==> config.mk <==
export PLATFORM = sky130hd
export DESIGN_NAME = mac_row
export DESIGN_NICKNAME = d
export VERILOG_FILES = /design/src/rtl/mac_row_pkg.sv /design/src/rtl/mac_row_tile.sv /design/src/rtl/mac_row.sv
export SDC_FILE = /design/constraint.sdc
export NUM_CORES = 1
export LEC_CHECK = 0
export CAP_MARGIN = 10
export CELL_PAD_IN_SITES_DETAIL_PLACEMENT = 0
export CELL_PAD_IN_SITES_GLOBAL_PLACEMENT = 1
export CORE_MARGIN = 1
export CORE_UTILIZATION = 45
export DETAILED_ROUTE_END_ITERATION = 16
export GPL_TIMING_DRIVEN = 0
export PLACE_DENSITY_LB_ADDON = 0.1
export SYNTH_ARGS = -nofsm -noshare
export SYNTH_HDL_FRONTEND = slang
export SYNTH_SLANG_ARGS = --single-unit
==> constraint.sdc <==
create_clock -name clk -period 11.8 [get_ports clk]
set_input_delay 2.36 -clock clk [delete_from_list [all_inputs] [get_ports clk]]
set_output_delay 2.36 -clock clk [all_outputs]
set_load 0.01 [all_outputs]
==> src/rtl/mac_row_pkg.sv <==
// mac_row_pkg: shared instruction-bit indices for the MAC row and its tiles.
//   InstLoad - kernel (weight) load request
//   InstExec - execute request, surfaces as the tile valid flag
//   InstRsvd - reserved, carried east through the pipeline with no effect
package mac_row_pkg;

  localparam int unsigned InstLoad = 0;
  localparam int unsigned InstExec = 1;
  localparam int unsigned InstRsvd = 2;

endpackage

==> src/rtl/mac_row_tile.sv <==
// mac_tile: one weight-stationary MAC tile.
//   clk    - rising-edge clock
//   reset  - asynchronous active-low reset
//   in_w   - activation/weight from the west neighbour
//   out_e  - registered activation/weight to the east neighbour
//   inst_w - instruction from the west neighbour
//   inst_e - registered instruction to the east neighbour
//   in_n   - north partial sum
//   out_s  - south partial sum: unsigned act * signed weight + registered north psum
//   valid  - registered execute flag
module mac_tile
  import mac_row_pkg::*;
#(
  parameter int unsigned bw      = 4,
  parameter int unsigned psum_bw = 16
) (
  input  logic               clk,
  input  logic               reset,
  input  logic [bw-1:0]      in_w,
  output logic [bw-1:0]      out_e,
  input  logic [2:0]         inst_w,
  output logic [2:0]         inst_e,
  input  logic [psum_bw-1:0] in_n,
  output logic [psum_bw-1:0] out_s,
  output logic               valid
);

  logic [bw-1:0]      r_a;
  logic [bw-1:0]      r_b;
  logic [psum_bw-1:0] r_c;
  logic [2:0]         r_inst;
  logic               r_load_ready;

  logic [psum_bw-1:0] w_a_ext;
  logic [psum_bw-1:0] w_b_ext;

  always_ff @(posedge clk or negedge reset) begin
    if (!reset) begin
      r_a          <= '0;
      r_b          <= '0;
      r_c          <= '0;
      r_inst       <= '0;
      r_load_ready <= 1'b1;
    end else begin
      if (inst_w[InstLoad] || inst_w[InstExec]) begin
        r_a <= in_w;
      end
      // One-shot weight capture; every later weight only passes east.
      if (inst_w[InstLoad] && r_load_ready) begin
        r_b          <= in_w;
        r_load_ready <= 1'b0;
      end
      // The load flag is forwarded only once this tile holds its own weight,
      // so the east neighbour never sees the weight this tile consumed.
      if (!r_load_ready) begin
        r_inst[InstLoad] <= inst_w[InstLoad];
      end
      r_inst[InstExec] <= inst_w[InstExec];
      r_inst[InstRsvd] <= inst_w[InstRsvd];
      r_c              <= in_n;
    end
  end

  // Zero-extend the activation and sign-extend the weight to psum_bw; the low
  // psum_bw bits of the product are then the correctly truncated signed result.
  always_comb begin
    w_a_ext = {{(psum_bw - bw){1'b0}}, r_a};
    w_b_ext = {{(psum_bw - bw){r_b[bw-1]}}, r_b};
    out_s   = w_a_ext * w_b_ext + r_c;
  end

  assign out_e  = r_a;
  assign inst_e = r_inst;
  assign valid  = r_inst[InstExec];

endmodule

==> src/rtl/mac_row.sv <==
// mac_row: one row of a weight-stationary systolic MAC array, col tiles chained
// west to east.
//   clk    - rising-edge clock
//   reset  - asynchronous active-low reset
//   out_s  - south partial sums, tile k at [psum_bw*(k+1)-1 : psum_bw*k]
//   in_w   - west activation/weight input into tile 0
//   in_n   - north partial sums, same packing as out_s
//   valid  - valid[k] is the execute flag held in tile k
//   inst_w - instruction: bit0 load, bit1 execute, bit2 reserved
module mac_row
  import mac_row_pkg::*;
#(
  parameter int unsigned bw      = 4,
  parameter int unsigned psum_bw = 16,
  parameter int unsigned col     = 8
) (
  input  logic                   clk,
  input  logic                   reset,
  output logic [psum_bw*col-1:0] out_s,
  input  logic [bw-1:0]          in_w,
  input  logic [psum_bw*col-1:0] in_n,
  output logic [col-1:0]         valid,
  input  logic [2:0]             inst_w
);

  localparam int unsigned InstBits = InstRsvd + 1;

  logic [col:0][bw-1:0]       w_act;
  logic [col:0][InstBits-1:0] w_inst;
  // East outputs of the last tile have no consumer.
  logic [bw+InstBits-1:0]     w_unused_east;

  assign w_act[0]      = in_w;
  assign w_inst[0]     = inst_w;
  assign w_unused_east = {w_act[col], w_inst[col]};

  for (genvar k = 0; k < col; k++) begin : g_tile
    mac_tile #(
      .bw     (bw),
      .psum_bw(psum_bw)
    ) u_tile (
      .clk   (clk),
      .reset (reset),
      .in_w  (w_act[k]),
      .out_e (w_act[k+1]),
      .inst_w(w_inst[k]),
      .inst_e(w_inst[k+1]),
      .in_n  (in_n[psum_bw*k +: psum_bw]),
      .out_s (out_s[psum_bw*k +: psum_bw]),
      .valid (valid[k])
    );
  end

endmodule

# Word-level counts from Yosys, hierarchy flattened
# Index checks and enable logic that the tools add are counted.
dict set report word_totals {
  reg_bits 215
  input_bits 137
  elab_cells 79
}
dict set report classes {
  add_sub_neg 8
  multipliers 8
  reduce_logical 16
}
# cell n
set ops {}
lappend ops {{$add A16 B16 Y16} 8}
lappend ops {{$mul A5 B4 Y9} 8}
lappend ops {{$logic_and A1 B1 Y1} 8}
lappend ops {{$logic_or A1 B1 Y1} 8}

# Longest topological paths before layout
dict set report logic_depth {
  ltp_word 2
  mapped_depth 20
  ltp_nobuf 20
}

# Modules after synthesis
# Synthesis repeated with hierarchy kept, for this count alone.
dict set report hier_totals {
  cells_unflattened 1592
  hier_area_um2 16862.4
}
# module instances cells_each area_each_um2 seq_area_each_um2
set by_module_without_submodules {}
lappend by_module_without_submodules {{mac_tile at g_tile[0].u_tile ...} 3 201 2132.0 701.9}
lappend by_module_without_submodules {{mac_tile at g_tile[4].u_tile} 1 211 2150.8 701.9}
lappend by_module_without_submodules {{mac_tile at g_tile[1].u_tile} 1 197 2099.5 701.9}
lappend by_module_without_submodules {{mac_tile at g_tile[7].u_tile} 1 189 2088.3 701.9}
lappend by_module_without_submodules {{mac_tile at g_tile[5].u_tile} 1 199 2079.5 701.9}
lappend by_module_without_submodules {{mac_tile at g_tile[6].u_tile} 1 193 2048.2 701.9}

# Worst setup path after synthesis
# Ideal clock, no wire load.
dict set report synth_path {
  path_type {flip-flop to output port}
  from {register g_tile[6].u_tile.r_a[0]}
  to {output out_s[111]}
  arrival_ns 4.785
  required_ns 9.440
  slack_ns 4.655
  path_stages_with_launch 20
  path_buffers 1
  path_cell_list {dfrtp_1 > nand2b_1 > fa_1 > fa_1 > fa_1 > inv_1 > ha_1 > a21oi_1 > o21ai_1 > o21a_1 > nor2_1 > xnor2_1 > ha_1 > buf_6 > a21o_1 > a31o_1 > o21ba_1 > a211o_1 > a21oi_2 > xnor3_1}
}
dict set report synth_via {
  elab_chain_cells 2
}
# item line_no
set synth_lines {}
lappend synth_lines {{from (decl)} mac_row_tile.sv:28} ;# logic [bw-1:0] r_a;
lappend synth_lines {{from (signal assigned)} mac_row_tile.sv:46} ;# r_a <= in_w;
lappend synth_lines {{$mul A5 B4 Y9} mac_row_tile.sv:69} ;# out_s = w_a_ext * w_b_ext + r_c;
lappend synth_lines {{$add A16 B16 Y16} mac_row_tile.sv:69}
lappend synth_lines {{to (decl)} mac_row.sv:19} ;# output logic [psum_bw*col-1:0] out_s,
# No other way between the ends.

# Worst setup path in the final report
dict set report layout_path {
  from {register g_tile[3].u_tile.r_a[2]}
  to {output out_s[63]}
}
dict set report layout_via {
  elab_chain_cells 2
}
# item line_no
set layout_lines {}
lappend layout_lines {{from (decl)} mac_row_tile.sv:28}
lappend layout_lines {{from (signal assigned)} mac_row_tile.sv:46}
lappend layout_lines {{$mul A5 B4 Y9} mac_row_tile.sv:69}
lappend layout_lines {{$add A16 B16 Y16} mac_row_tile.sv:69}
# No other way between the ends.

==> reports/results.txt <==
Layout net count = 2284
Setup TNS = 0 ns
Unrepaired setup endpoints after global routing = no
1st-iter DRT viols = 322
Leakage power = 0.0103 µW
Syn Area/Cell = 10.4 µm²
H-tree depth = 1
Status = complete, no violations
F_max = 0.115 GHz
Netlist cell types = 69
Design area = 20400 µm²
Clock skew = 0.00728 ns
Switching Fraction = 24.1%
Vias post-DR = 11.9k
Worst setup margin = 3.07 ns
WL/cell = 14.3 µm
Fraction of layout cells with a size suffix above 1 = 8.48%
Hold Crit Class = reg -> reg
ANT cells = 0
Async set-reset flop share out of synthesis = 100%
Ratio of final minimum period to clock period = 73.9%
PwrDens = 98.0 nW/µm²
Post-Route WL = 33.3 mm
Clk Latency, worst-skew pair = 0.55 ns
Main flop type after synthesis = dfrtp_1
Total CTS buffers = 28
Setup crit start kind = flip-flop
DIE AREA = 36400 µm²
Clock sinks = 215
Via density = 5.15
Synth Instances = 1541
Max-cap violations = 0
GR Overflow Total = 0
Slew HR = 42.8%
Post-DP HPWL = 25.6 mm
EDFF count, synth = 0
Post-CTS Setup Bufs = 0
Aggregate global-route resource usage = 18.7%
Ys Warns = 0
Die width = 191 µm
FF+latch count, synth = 215
Initial antenna violation count = 0
Placement Cell Area = 19300 µm²
DP Cell Count = 2268
Setup violations, final = 0
Fin crit period = 8.73 ns
Netlist Area Pre-Place = 16000 µm²
Critical path class = reg -> out
Post-cts resize count = 0
DRC violation count after routing = 0
Clk slew on worst S/H paths = 0.06 ns
Clock buffer depth = 3
CORE AREA = 34800 µm²
Worst Tran Pin Value = 0.851 ns
Pin count of the biggest net entering global routing = 109
Crit path max fanout = 7
Die H = 191 µm
Antenna viol nets, final = 0
GP Congestion = 0.843
Pre-Repair DR Iteration Count = 4
Net Switching = 481 µW
Kind of end point of the critical path = output pin
Crit path DAT = 6.37 ns
Count of final hold-check violations = 0
CTS tree = built
First-pass GRT wire length = 56.3 mm
Post-CTS Hold Fix Bufs = 0
Clock network power share = 46.5%
Vias in the first global route = 12.4k
Area Growth Syn to Fin = 27.1%
Std-Cell Rows = 68
Effective utilization at floorplan = 46.1%
Peak supply drop = 0.000147 V
P_int = 1510 µW
Seq/Total Area, Yosys = 33.6%
Mapped Nets = 1982
Post-Place Setup Slack = 3.65 ns
Req. time, crit path = 9.44 ns
Final Non-Filler Cells = 2319
Post-Route Utilization = 58.5%
Clk root buf = clkbuf_16
I/O pin count = 273
Slew Viols, Final = 0
Port Buffers = 271
Sequential share of power = 42.0%
Comb power frac = 11.5%
## state kept, by name, summed over array words and instances (netlist names)
signal,cells
g_tile.u_tile.r_c,128
g_tile.u_tile.out_e,32
g_tile.u_tile.r_b,32
g_tile.u_tile.inst_e,15
g_tile.u_tile.r_load_ready,8
## cell families (layout without fill, tap and decap cells)
kind of cell | Yosys count | count (layout) | share of synthesized area, %
AOI/OAI and AO/OA | 326 | 326 | 13.2
xor gates and xnor gates | 135 | 135 | 8.07
adders and majority gates | 304 | 304 | 26.0
buffers and inverters | 149 | 472 | 3.72
DFF | 215 | 215 | 33.6
muxes | 75 | 75 | 5.24
and+or+nand+nor | 337 | 337 | 10.1
## critical path, stage by stage (launching register included)
cell             delay [ns]
dfrtp_1                0.52
nand2_1                0.13
fa_1                   0.57
fa_1                   0.43
fa_1                   0.50
inv_1                  0.04
ha_1                   0.21
a21o_1                 0.17
a21oi_1                0.22
o21bai_1               0.09
a21oi_1                0.25
xnor2_1                0.36
ha_1                   0.41
a21oi_1                0.32
o21ai_1                0.14
a211oi_1               0.39
o21ai_1                0.14
a31oi_1                0.21
xnor2_1                0.15
clkdlybuf4s50_1        0.56
## power groups by stage
stage	combinational [µW]	sequential [µW]	clock (µW)
3_5_place_dp	232	851	0
4_1_cts	234	839	962
3_3_place_gp	228	851	0
6_report	230	837	927
5_1_grt	252	846	986
2_1_floorplan	108	828	0
## routing by layer
| layer | GRT usage, % | vias to the layer above | routed length (µm) |
|---|---|---|---|
| met5 | 0 | - | 0 |
| met4 | 4.46 | 0 | 680 |
| met3 | 3.92 | 35 | 1580 |
| met2 | 33.8 | 194 | 16600 |
| met1 | 22.4 | 5722 | 14400 |
| li1 | - | 5992 | - |
## worst paths after layout
kind	from	to	slack (ns)	cells after the start
setup / recovery	g_tile[3].u_tile.out_e[2]	out_s[63]	3.07	19
hold / removal	g_tile[0].u_tile.inst_e[1]	g_tile[1].u_tile.inst_e[1]	0.42	0
setup reg to reg	g_tile[2].u_tile.inst_e[1]	g_tile[3].u_tile.out_e[2]	10.55	2
hold reg to reg	g_tile[0].u_tile.inst_e[1]	g_tile[1].u_tile.inst_e[1]	0.42	0
max in group asynchronous	reset	g_tile[4].u_tile.r_load_ready	8.91	2
min in group asynchronous	reset	g_tile[1].u_tile.out_e[2]	1.88	1
## layout make-up
type                       instances  area, µm²
tap                              455        569
clock inverter                    15        211
fill                            3030      14400
buffer                            14       90.1
timing repair buffer             272       2750
multi-input combinational       1177      10000
inverter                         135        507
sequential                       215       5390
clock buffer                      36        812
## Yosys cell counts, drive strengths merged (9+ instances only)
| library cell | n | share of area, % |
|---|---|---|
| mux2 | 71 | 5.0 |
| nand2 | 102 | 2.4 |
| o21ai | 52 | 1.6 |
| ha | 256 | 20 |
| nor3 | 10 | 0.31 |
| nor2 | 84 | 2.0 |
| a31o | 9 | 0.49 |
| buf | 9 | 0.44 |
| o21bai | 14 | 0.66 |
| a21oi | 121 | 3.9 |
| nand3 | 16 | 0.50 |
| dfrtp | 207 | 32 |
| xnor2 | 82 | 4.5 |
| nand2b | 18 | 0.70 |
| xor2 | 45 | 2.5 |
| a21o | 46 | 2.2 |
| nor2b | 20 | 0.78 |
| a211oi | 11 | 0.52 |
| o21a | 12 | 0.56 |
| fa | 48 | 6.0 |
| o211ai | 9 | 0.42 |
| and2 | 59 | 2.3 |
| inv | 135 | 3.2 |
## metrics by stage
step / hold WS (ns) / total power [µW]
finish: 0.416 / 1990
global route: 0.426 / 2080
CTS: 0.413 / 2040
detailed placement: 0.396 / 1080
global placement: 0.406 / 1080
floorplan: 0.376 / 936
## placed cells by master (no fill, tap or decap), types with 46 or more instances in the layout
master	n
xnor2_1	82
mux2_2	71
inv_1	135
nor2_1	84
a21o_1	46
clkdlybuf4s50_1	270
nand2_1	102
fa_1	48
and2_1	59
dfrtp_1	207
ha_1	256
a21oi_1	117
(Power assumes the default switching activity.)
